$ cat src/rtl/gpreg_bus_sequencer_pkg.sv
// Shared types and the source-index decode for the register-bank bus sequencer.
package gpreg_seq_pkg;
  localparam int MAX_REGS  = 8;
  localparam int IDX_W     = 3;
  localparam int NUM_BUSES = 3;
  localparam int BUS_MAIN  = 0;
  localparam int BUS_LHS   = 1;
  localparam int BUS_RHS   = 2;

  typedef enum logic [1:0] {IDLE, SETTLE, STROBE, HOLD} seq_state_t;

  typedef struct packed {
    logic [NUM_BUSES-1:0]            en;
    logic [NUM_BUSES-1:0][IDX_W-1:0] src;
  } cmd_t;

  // A disabled bus decodes to all-ones, so it never drives and never trips range checks.
  function automatic logic [MAX_REGS-1:0] src_to_bar(input logic en, input logic [IDX_W-1:0] idx);
    logic [MAX_REGS-1:0] onehot;
    onehot = '0;
    if (en) onehot[idx] = 1'b1;
    return ~onehot;
  endfunction
endpackage

$ cat src/rtl/gpreg_bus_sequencer_if.sv
// Command handshake plus register-bank strobes between control unit and sequencer.
interface gpreg_bus_sequencer_if #(parameter int NUM_REGS = 4);
  localparam int IW = (NUM_REGS > 1) ? $clog2(NUM_REGS) : 1;

  logic                CMD_VALID;
  logic                CMD_READY;
  logic                CMD_MAIN_EN;
  logic                CMD_LHS_EN;
  logic                CMD_RHS_EN;
  logic [IW-1:0]       CMD_MAIN_SRC;
  logic [IW-1:0]       CMD_LHS_SRC;
  logic [IW-1:0]       CMD_RHS_SRC;
  logic [NUM_REGS-1:0] CMD_DST_MASK;
  logic [NUM_REGS-1:0] ASSERT_MAIN_bar;
  logic [NUM_REGS-1:0] ASSERT_LHS_bar;
  logic [NUM_REGS-1:0] ASSERT_RHS_bar;
  logic [NUM_REGS-1:0] LOAD;
  logic                DONE;
  logic                ERR;

  modport master (
    output CMD_VALID, CMD_MAIN_EN, CMD_LHS_EN, CMD_RHS_EN,
           CMD_MAIN_SRC, CMD_LHS_SRC, CMD_RHS_SRC, CMD_DST_MASK,
    input  CMD_READY, ASSERT_MAIN_bar, ASSERT_LHS_bar, ASSERT_RHS_bar, LOAD, DONE, ERR
  );

  modport slave (
    input  CMD_VALID, CMD_MAIN_EN, CMD_LHS_EN, CMD_RHS_EN,
           CMD_MAIN_SRC, CMD_LHS_SRC, CMD_RHS_SRC, CMD_DST_MASK,
    output CMD_READY, ASSERT_MAIN_bar, ASSERT_LHS_bar, ASSERT_RHS_bar, LOAD, DONE, ERR
  );
endinterface

$ cat src/rtl/gpreg_bus_sequencer_settle_timer.sv
// Loadable down-counter timing how long source drivers settle before LOAD.
// Holds at zero once expired; expire flag is decoded from the count flop.
module gpreg_seq_settle_timer #(
  parameter int WIDTH = 1
) (
  input  logic             clk,
  input  logic             rst_n,
  input  logic             load,
  input  logic [WIDTH-1:0] load_val,
  input  logic             dec,
  output logic             expired
);
  logic [WIDTH-1:0] cnt;

  always_ff @(posedge clk or negedge rst_n) begin
    if (!rst_n) begin
      cnt <= '0;
    end else if (load) begin
      cnt <= load_val;
    end else if (dec && (cnt != '0)) begin
      cnt <= cnt - WIDTH'(1);
    end
  end

  assign expired = (cnt == '0);
endmodule

$ cat src/rtl/gpreg_bus_sequencer.sv
// Sequences bus enables and a single LOAD strobe per transfer; SETTLE_CYCLES+3 cycles per command.
// Accepts one command only in IDLE (CMD_READY from the state flop); all strobes are registered.
module gpreg_bus_sequencer
  import gpreg_seq_pkg::*;
#(
  parameter int NUM_REGS      = 4,
  parameter int SETTLE_CYCLES = 1
) (
  input logic                  CLK,
  input logic                  RST_bar,
  gpreg_bus_sequencer_if.slave bus
);
  localparam int TW = $clog2(SETTLE_CYCLES + 1);

  seq_state_t           state;
  cmd_t                 cmd_in;
  logic [MAX_REGS-1:0]  dec [NUM_BUSES];
  logic [NUM_BUSES-1:0] bad;
  logic                 accept;
  logic                 reject;
  logic                 tmr_expired;
  logic [NUM_REGS-1:0]  dst_q;
  logic [NUM_REGS-1:0]  main_bar_q;
  logic [NUM_REGS-1:0]  lhs_bar_q;
  logic [NUM_REGS-1:0]  rhs_bar_q;
  logic [NUM_REGS-1:0]  load_q;
  logic                 done_q;
  logic                 err_q;

  always_comb begin
    cmd_in               = '0;
    cmd_in.en[BUS_MAIN]  = bus.CMD_MAIN_EN;
    cmd_in.en[BUS_LHS]   = bus.CMD_LHS_EN;
    cmd_in.en[BUS_RHS]   = bus.CMD_RHS_EN;
    cmd_in.src[BUS_MAIN] = IDX_W'(bus.CMD_MAIN_SRC);
    cmd_in.src[BUS_LHS]  = IDX_W'(bus.CMD_LHS_SRC);
    cmd_in.src[BUS_RHS]  = IDX_W'(bus.CMD_RHS_SRC);
    for (int b = 0; b < NUM_BUSES; b++) begin
      dec[b] = src_to_bar(cmd_in.en[b], cmd_in.src[b]);
    end
  end

  // An out-of-range source shows up as its one-hot zero landing above the bank.
  if (NUM_REGS < MAX_REGS) begin : g_range
    always_comb begin
      bad = '0;
      for (int b = 0; b < NUM_BUSES; b++) begin
        bad[b] = ~&dec[b][MAX_REGS-1:NUM_REGS];
      end
    end
  end else begin : g_full
    assign bad = '0;
  end

  assign accept = bus.CMD_VALID && (state == IDLE);
  assign reject = accept && (|bad);

  gpreg_seq_settle_timer #(.WIDTH(TW)) u_timer (
    .clk      (CLK),
    .rst_n    (RST_bar),
    .load     (accept && !reject),
    .load_val (TW'(SETTLE_CYCLES - 1)),
    .dec      (state == SETTLE),
    .expired  (tmr_expired)
  );

  always_ff @(posedge CLK or negedge RST_bar) begin
    if (!RST_bar) begin
      state      <= IDLE;
      dst_q      <= '0;
      main_bar_q <= '1;
      lhs_bar_q  <= '1;
      rhs_bar_q  <= '1;
      load_q     <= '0;
      done_q     <= 1'b0;
      err_q      <= 1'b0;
    end else begin
      done_q <= 1'b0;
      err_q  <= 1'b0;
      case (state)
        IDLE: begin
          if (reject) begin
            err_q <= 1'b1;
          end else if (accept) begin
            dst_q      <= bus.CMD_DST_MASK;
            main_bar_q <= dec[BUS_MAIN][NUM_REGS-1:0];
            lhs_bar_q  <= dec[BUS_LHS][NUM_REGS-1:0];
            rhs_bar_q  <= dec[BUS_RHS][NUM_REGS-1:0];
            state      <= SETTLE;
          end
        end
        SETTLE: begin
          if (tmr_expired) begin
            load_q <= dst_q;
            state  <= STROBE;
          end
        end
        STROBE: begin
          load_q <= '0;
          state  <= HOLD;
        end
        HOLD: begin
          main_bar_q <= '1;
          lhs_bar_q  <= '1;
          rhs_bar_q  <= '1;
          done_q     <= 1'b1;
          state      <= IDLE;
        end
        default: state <= IDLE;
      endcase
    end
  end

  assign bus.CMD_READY       = (state == IDLE);
  assign bus.ASSERT_MAIN_bar = main_bar_q;
  assign bus.ASSERT_LHS_bar  = lhs_bar_q;
  assign bus.ASSERT_RHS_bar  = rhs_bar_q;
  assign bus.LOAD            = load_q;
  assign bus.DONE            = done_q;
  assign bus.ERR             = err_q;
endmodule

$ cat src/flat_wrapper.sv
// flat-port wrapper written by rule: the top's interface ports become plain ports
module gpreg_bus_sequencer_flat import gpreg_seq_pkg::*;
#(
  parameter int NUM_REGS      = 4,
  parameter int SETTLE_CYCLES = 1
)
  (CLK, RST_bar, bus_CMD_VALID, bus_CMD_MAIN_EN, bus_CMD_LHS_EN, bus_CMD_RHS_EN, bus_CMD_MAIN_SRC, bus_CMD_LHS_SRC, bus_CMD_RHS_SRC, bus_CMD_DST_MASK, bus_CMD_READY, bus_ASSERT_MAIN_bar, bus_ASSERT_LHS_bar, bus_ASSERT_RHS_bar, bus_LOAD, bus_DONE, bus_ERR);
  gpreg_bus_sequencer_if #(.NUM_REGS(NUM_REGS)) bus_i ();
  input logic CLK;
  input logic RST_bar;
  input wire logic [$bits(bus_i.CMD_VALID)-1:0] bus_CMD_VALID;
  input wire logic [$bits(bus_i.CMD_MAIN_EN)-1:0] bus_CMD_MAIN_EN;
  input wire logic [$bits(bus_i.CMD_LHS_EN)-1:0] bus_CMD_LHS_EN;
  input wire logic [$bits(bus_i.CMD_RHS_EN)-1:0] bus_CMD_RHS_EN;
  input wire logic [$bits(bus_i.CMD_MAIN_SRC)-1:0] bus_CMD_MAIN_SRC;
  input wire logic [$bits(bus_i.CMD_LHS_SRC)-1:0] bus_CMD_LHS_SRC;
  input wire logic [$bits(bus_i.CMD_RHS_SRC)-1:0] bus_CMD_RHS_SRC;
  input wire logic [$bits(bus_i.CMD_DST_MASK)-1:0] bus_CMD_DST_MASK;
  output wire logic [$bits(bus_i.CMD_READY)-1:0] bus_CMD_READY;
  output wire logic [$bits(bus_i.ASSERT_MAIN_bar)-1:0] bus_ASSERT_MAIN_bar;
  output wire logic [$bits(bus_i.ASSERT_LHS_bar)-1:0] bus_ASSERT_LHS_bar;
  output wire logic [$bits(bus_i.ASSERT_RHS_bar)-1:0] bus_ASSERT_RHS_bar;
  output wire logic [$bits(bus_i.LOAD)-1:0] bus_LOAD;
  output wire logic [$bits(bus_i.DONE)-1:0] bus_DONE;
  output wire logic [$bits(bus_i.ERR)-1:0] bus_ERR;
  assign bus_i.CMD_VALID = bus_CMD_VALID;
  assign bus_i.CMD_MAIN_EN = bus_CMD_MAIN_EN;
  assign bus_i.CMD_LHS_EN = bus_CMD_LHS_EN;
  assign bus_i.CMD_RHS_EN = bus_CMD_RHS_EN;
  assign bus_i.CMD_MAIN_SRC = bus_CMD_MAIN_SRC;
  assign bus_i.CMD_LHS_SRC = bus_CMD_LHS_SRC;
  assign bus_i.CMD_RHS_SRC = bus_CMD_RHS_SRC;
  assign bus_i.CMD_DST_MASK = bus_CMD_DST_MASK;
  assign bus_CMD_READY = bus_i.CMD_READY;
  assign bus_ASSERT_MAIN_bar = bus_i.ASSERT_MAIN_bar;
  assign bus_ASSERT_LHS_bar = bus_i.ASSERT_LHS_bar;
  assign bus_ASSERT_RHS_bar = bus_i.ASSERT_RHS_bar;
  assign bus_LOAD = bus_i.LOAD;
  assign bus_DONE = bus_i.DONE;
  assign bus_ERR = bus_i.ERR;
  gpreg_bus_sequencer #(.NUM_REGS(NUM_REGS), .SETTLE_CYCLES(SETTLE_CYCLES)) u_core (.CLK(CLK), .RST_bar(RST_bar), .bus(bus_i));
endmodule
$ cat config.mk
export PLATFORM = sky130hd
export DESIGN_NAME = gpreg_bus_sequencer_flat
export DESIGN_NICKNAME = d
export VERILOG_FILES = /design/src/rtl/gpreg_bus_sequencer_pkg.sv /design/src/rtl/gpreg_bus_sequencer_if.sv /design/src/rtl/gpreg_bus_sequencer_settle_timer.sv /design/src/rtl/gpreg_bus_sequencer.sv /design/src/flat_wrapper.sv
export SDC_FILE = /design/constraint.sdc
export NUM_CORES = 1
export LEC_CHECK = 0
export ABC_AREA = 0
export CORE_UTILIZATION = 33
export CTS_CLUSTER_DIAMETER = 80
export CTS_CLUSTER_SIZE = 30
export DETAILED_ROUTE_END_ITERATION = 7
export PLACE_DENSITY = 0.58
export SLEW_MARGIN = 25
export SYNTH_ARGS = -nofsm -noshare
export SYNTH_HDL_FRONTEND = slang
export SYNTH_SLANG_ARGS = --single-unit
$ cat constraint.sdc
create_clock -name CLK -period 2.75 [get_ports CLK]
set_input_delay 0.55 -clock CLK [delete_from_list [all_inputs] [get_ports CLK]]
set_output_delay 0.55 -clock CLK [all_outputs]
set_load 0.005 [all_outputs]
==> metrics.md <==
| Metric | Value |
|---|---|
| Vias in the first global route | just under 800 |
| Worst EP required | ~2200 ps |
| First-pass GRT wire length | between 3000 and 4000 um |
| CTS tree | built |
| Post-route DRC | 0 |
| Post-synthesis register bit count | 24 |
| Drt total wl | between 2000 and 2500 um |
| Seq. cell area | slightly above 600 um^2 |
| Worst skew pair latency | roughly 310 ps |
| FMAX | around 460 MHz |
| CTS buffer count | 3 |
| Dpl cell area | ~1500 um^2 |
| Layout cells sized above 1 | around a quarter |
| Startpoint Class | flip-flop |
| CTS root buffer | clkbuf_4 |
| 1st-pass router iterations | 4 |
| Worst-case clock skew | 5.43 ps |
| RSZ-0062 raised after global routing | false |
| Syn avg cell area | 12.0 um^2 |
| Hold crit path type | reg -> reg |
| ANT nets after route | 0 |
| WHS | roughly 500 ps |
| Power Density | ~980 nW/um^2 |
| P_leak | 0.641 nW |
| Post-CTS Setup Bufs | 0 |
| Core Region | approximately 3200 um^2 |
| Hold buffer count at CTS | 0 |
| Syn Std Cell Area | 1140 um^2 |
| Fin. max-slew vios | 0 |
| Number of flops mapped to enable cells by yosys | 0 |
| Layout overhead on the synthesized area | 34.1% |
| Max Cap Viol | 0 |
| Slowest stage delay, CP | around 520 ps |
| Setup TNS | 0 ps |
| DP HPWL | 1570 um |
| Drt wl/cell | approximately 12 um |
| Clk sink count | 24 |
| Die H | about 61 um |
| Die Wd | 60.8 um |
| Max Root-Sink Buffers | 2 |
| Worst IR Drop VDD | between 0.0004 and 0.0005 V |
| Ys Warns | 0 |
| Vias | between 700 and 800 |
| Synth Instances | between 90 and 100 |
| Syn nets | 116 |
| Critical-path cell list | inv_1, ha_1, clkdlybuf4s50_1 |
| Placed Instances | 170 |
| Largest net degree at the start of global routing | 25 |
| Minimum clock period | approximately 2200 ps |
| # fillers | between 300 and 400 |
| Ys async rst share | between 90% and 100% |
| Status | complete, no violations |
| FF-to-FF setup slack | 1200 ps |
| GPL Wtd Cong | slightly above 0.8 |
| Worst-path clk slew | 120 ps |
| Fin nets | approximately 150 |
| Top fanout value on the critical path | 4 |
| Fraction of the cycle the final worst path needs | between 70 and 80% |
| Multi-input logic area | between 400 and 500 um^2 |
| Crit path capture type | output pin |
| Crit-path slowest cell | clkdlybuf4s50_1 |
| Overall routing resource usage | 13.3% |
| Worst path arrival time | around 1600 ps |
| IO buf count | 33 |
| PostCTS Resize Cnt | 0 |
| Row count | 20 |
| GRT Residual Overflow | 0 |
| Die area | roughly 3700 um^2 |
| Antenna diodes | 0 |
| Netlist cell types | 20 |
| Initial Util | between 30% and 40% |
| IO Count | 35 |
| Design area | ~1500 um^2 |
| Top FF cell, synth | dfstp_2 |
| 1st-iter DRT viols | 28 |
| Worst Path Class, Setup | reg -> out |
| Initial antenna violation count | 0 |
| Hold Violations, Final | 0 |
| Post-synthesis sequential area ratio | a little over half |
| Via/cell ratio | between 4 and 5 |
| Clock H-tree levels | 1 |
| Cell Count, Final, Fillers Out | around 170 |
| Finish-stage setup viols | 0 |
## worst paths after layout
check / from / endpoint / depth (start not counted)
worst min register to register: u_core.bus.ASSERT_LHS_bar[0] / u_core.bus.ASSERT_LHS_bar[0] / 2
min in group asynchronous: RST_bar / u_core.bus.LOAD[2] / 2
worst max register to register: u_core.state[1] / u_core.state[1] / 5
worst max-delay path: u_core.state[0] / bus_CMD_READY / 3
worst min-delay path: u_core.bus.ASSERT_LHS_bar[0] / u_core.bus.ASSERT_LHS_bar[0] / 2
max in group asynchronous: RST_bar / u_core.bus.ASSERT_LHS_bar[2] / 2
## final cells by class
type                       instances  share of cell area [%]
clock buffer                       4                    1.72
inverter                           6                    1.47
tap                               44                    3.60
multi-input combinational         62                    30.9
timing repair buffer              34                    22.1
sequential                        24                    40.2
## metal layers
| layer | part of all wire, % | global-route usage (%) |
|---|---|---|
| met1 | 50 | 18.8 |
| met2 | 42 | 19.8 |
| met3 | 8.1 | 3.62 |
| met4 | 0 | 3.90 |
| met5 | 0 | 0 |
## cells in the mapped netlist (all sizes together), types with 3 or more instances
cell	instances	area [um^2]
mux2	6	75.1
dfrtp	12	300
ha	5	62.6
nand3	4	20.0
nor2b	6	37.5
nor2	15	56.3
dfstp	12	315
a41oi	6	97.6
o21ai	4	20.0
buf	3	30.0
inv	6	22.5
nand2	5	18.8
a31oi	6	37.5
## kinds of logic (layout without fill, tap and decap cells)
| kind of cell | after synthesis | after routing | synth area share, % |
|---|---|---|---|
| compound gates | 17 | 17 | 14.9 |
| fa+ha+maj | 5 | 5 | 5.48 |
| buf+inv | 9 | 44 | 4.61 |
| flops | 24 | 24 | 53.9 |
| mux | 7 | 7 | 7.46 |
| other cells | 1 | 1 | 0.329 |
| simple gates | 32 | 32 | 13.3 |
## state kept, by name, summed over array words and instances (netlist names)
signal and cells:
u_core.bus.ASSERT_RHS_bar 4, u_core.dst_q 4, u_core.bus.LOAD 4, u_core.bus.ASSERT_MAIN_bar 4, u_core.bus.ASSERT_LHS_bar 4, u_core.bus.DONE 1
u_core.u_timer.cnt 1, u_core.state 2
## per-stage QoR
step | util [%] | setup WS, ps | power, mW
2_1_floorplan | - | 1320 | 1.06
3_3_place_gp | 47.3 | 977 | 1.34
3_5_place_dp | 47.3 | 942 | 1.35
4_1_cts | 48.1 | 570 | 1.52
5_1_grt | 48.1 | 461 | 1.63
6_report | 48.1 | 581 | 1.50
## power breakdown
| group | leakage [nW] | switching [mW] | internal (mW) |
|---|---|---|---|
| combinational | 0.348 | 0.321 | 0.391 |
| clock | 0.0150 | 0.102 | 0.0566 |
| sequential | 0.277 | 0.0771 | 0.550 |
## cells in the final DEF (no fill, tap or decap)
master           netlist  layout
a21o_4                 1       1
a31oi_1                6       6
mux2_4                 2       2
dfrtp_1               12      12
buf_4                  1       1
ha_1                   5       5
and3b_2                1       1
a41oi_2                6       6
inv_1                  6       6
nand2_1                5       5
clkbuf_4               0       3
mux2_2                 4       4
and2_4                 1       1
conb_1                 1       1
clkdlybuf4s50_1        0      33
mux2i_1                1       1
nand3_1                4       4
o21ai_0                4       4
dfstp_2               12      12
nor2b_1                6       6
clkbuf_1               0       1
nor2_1                15      15
## worst max-delay path: cells and delay by family, from the launching register on
family,cells,cell delay [ps]
buf+inv,2,660
flops,1,420
fa+ha+maj,1,240
No activity file was read; power rests on OpenSTA's default activity.
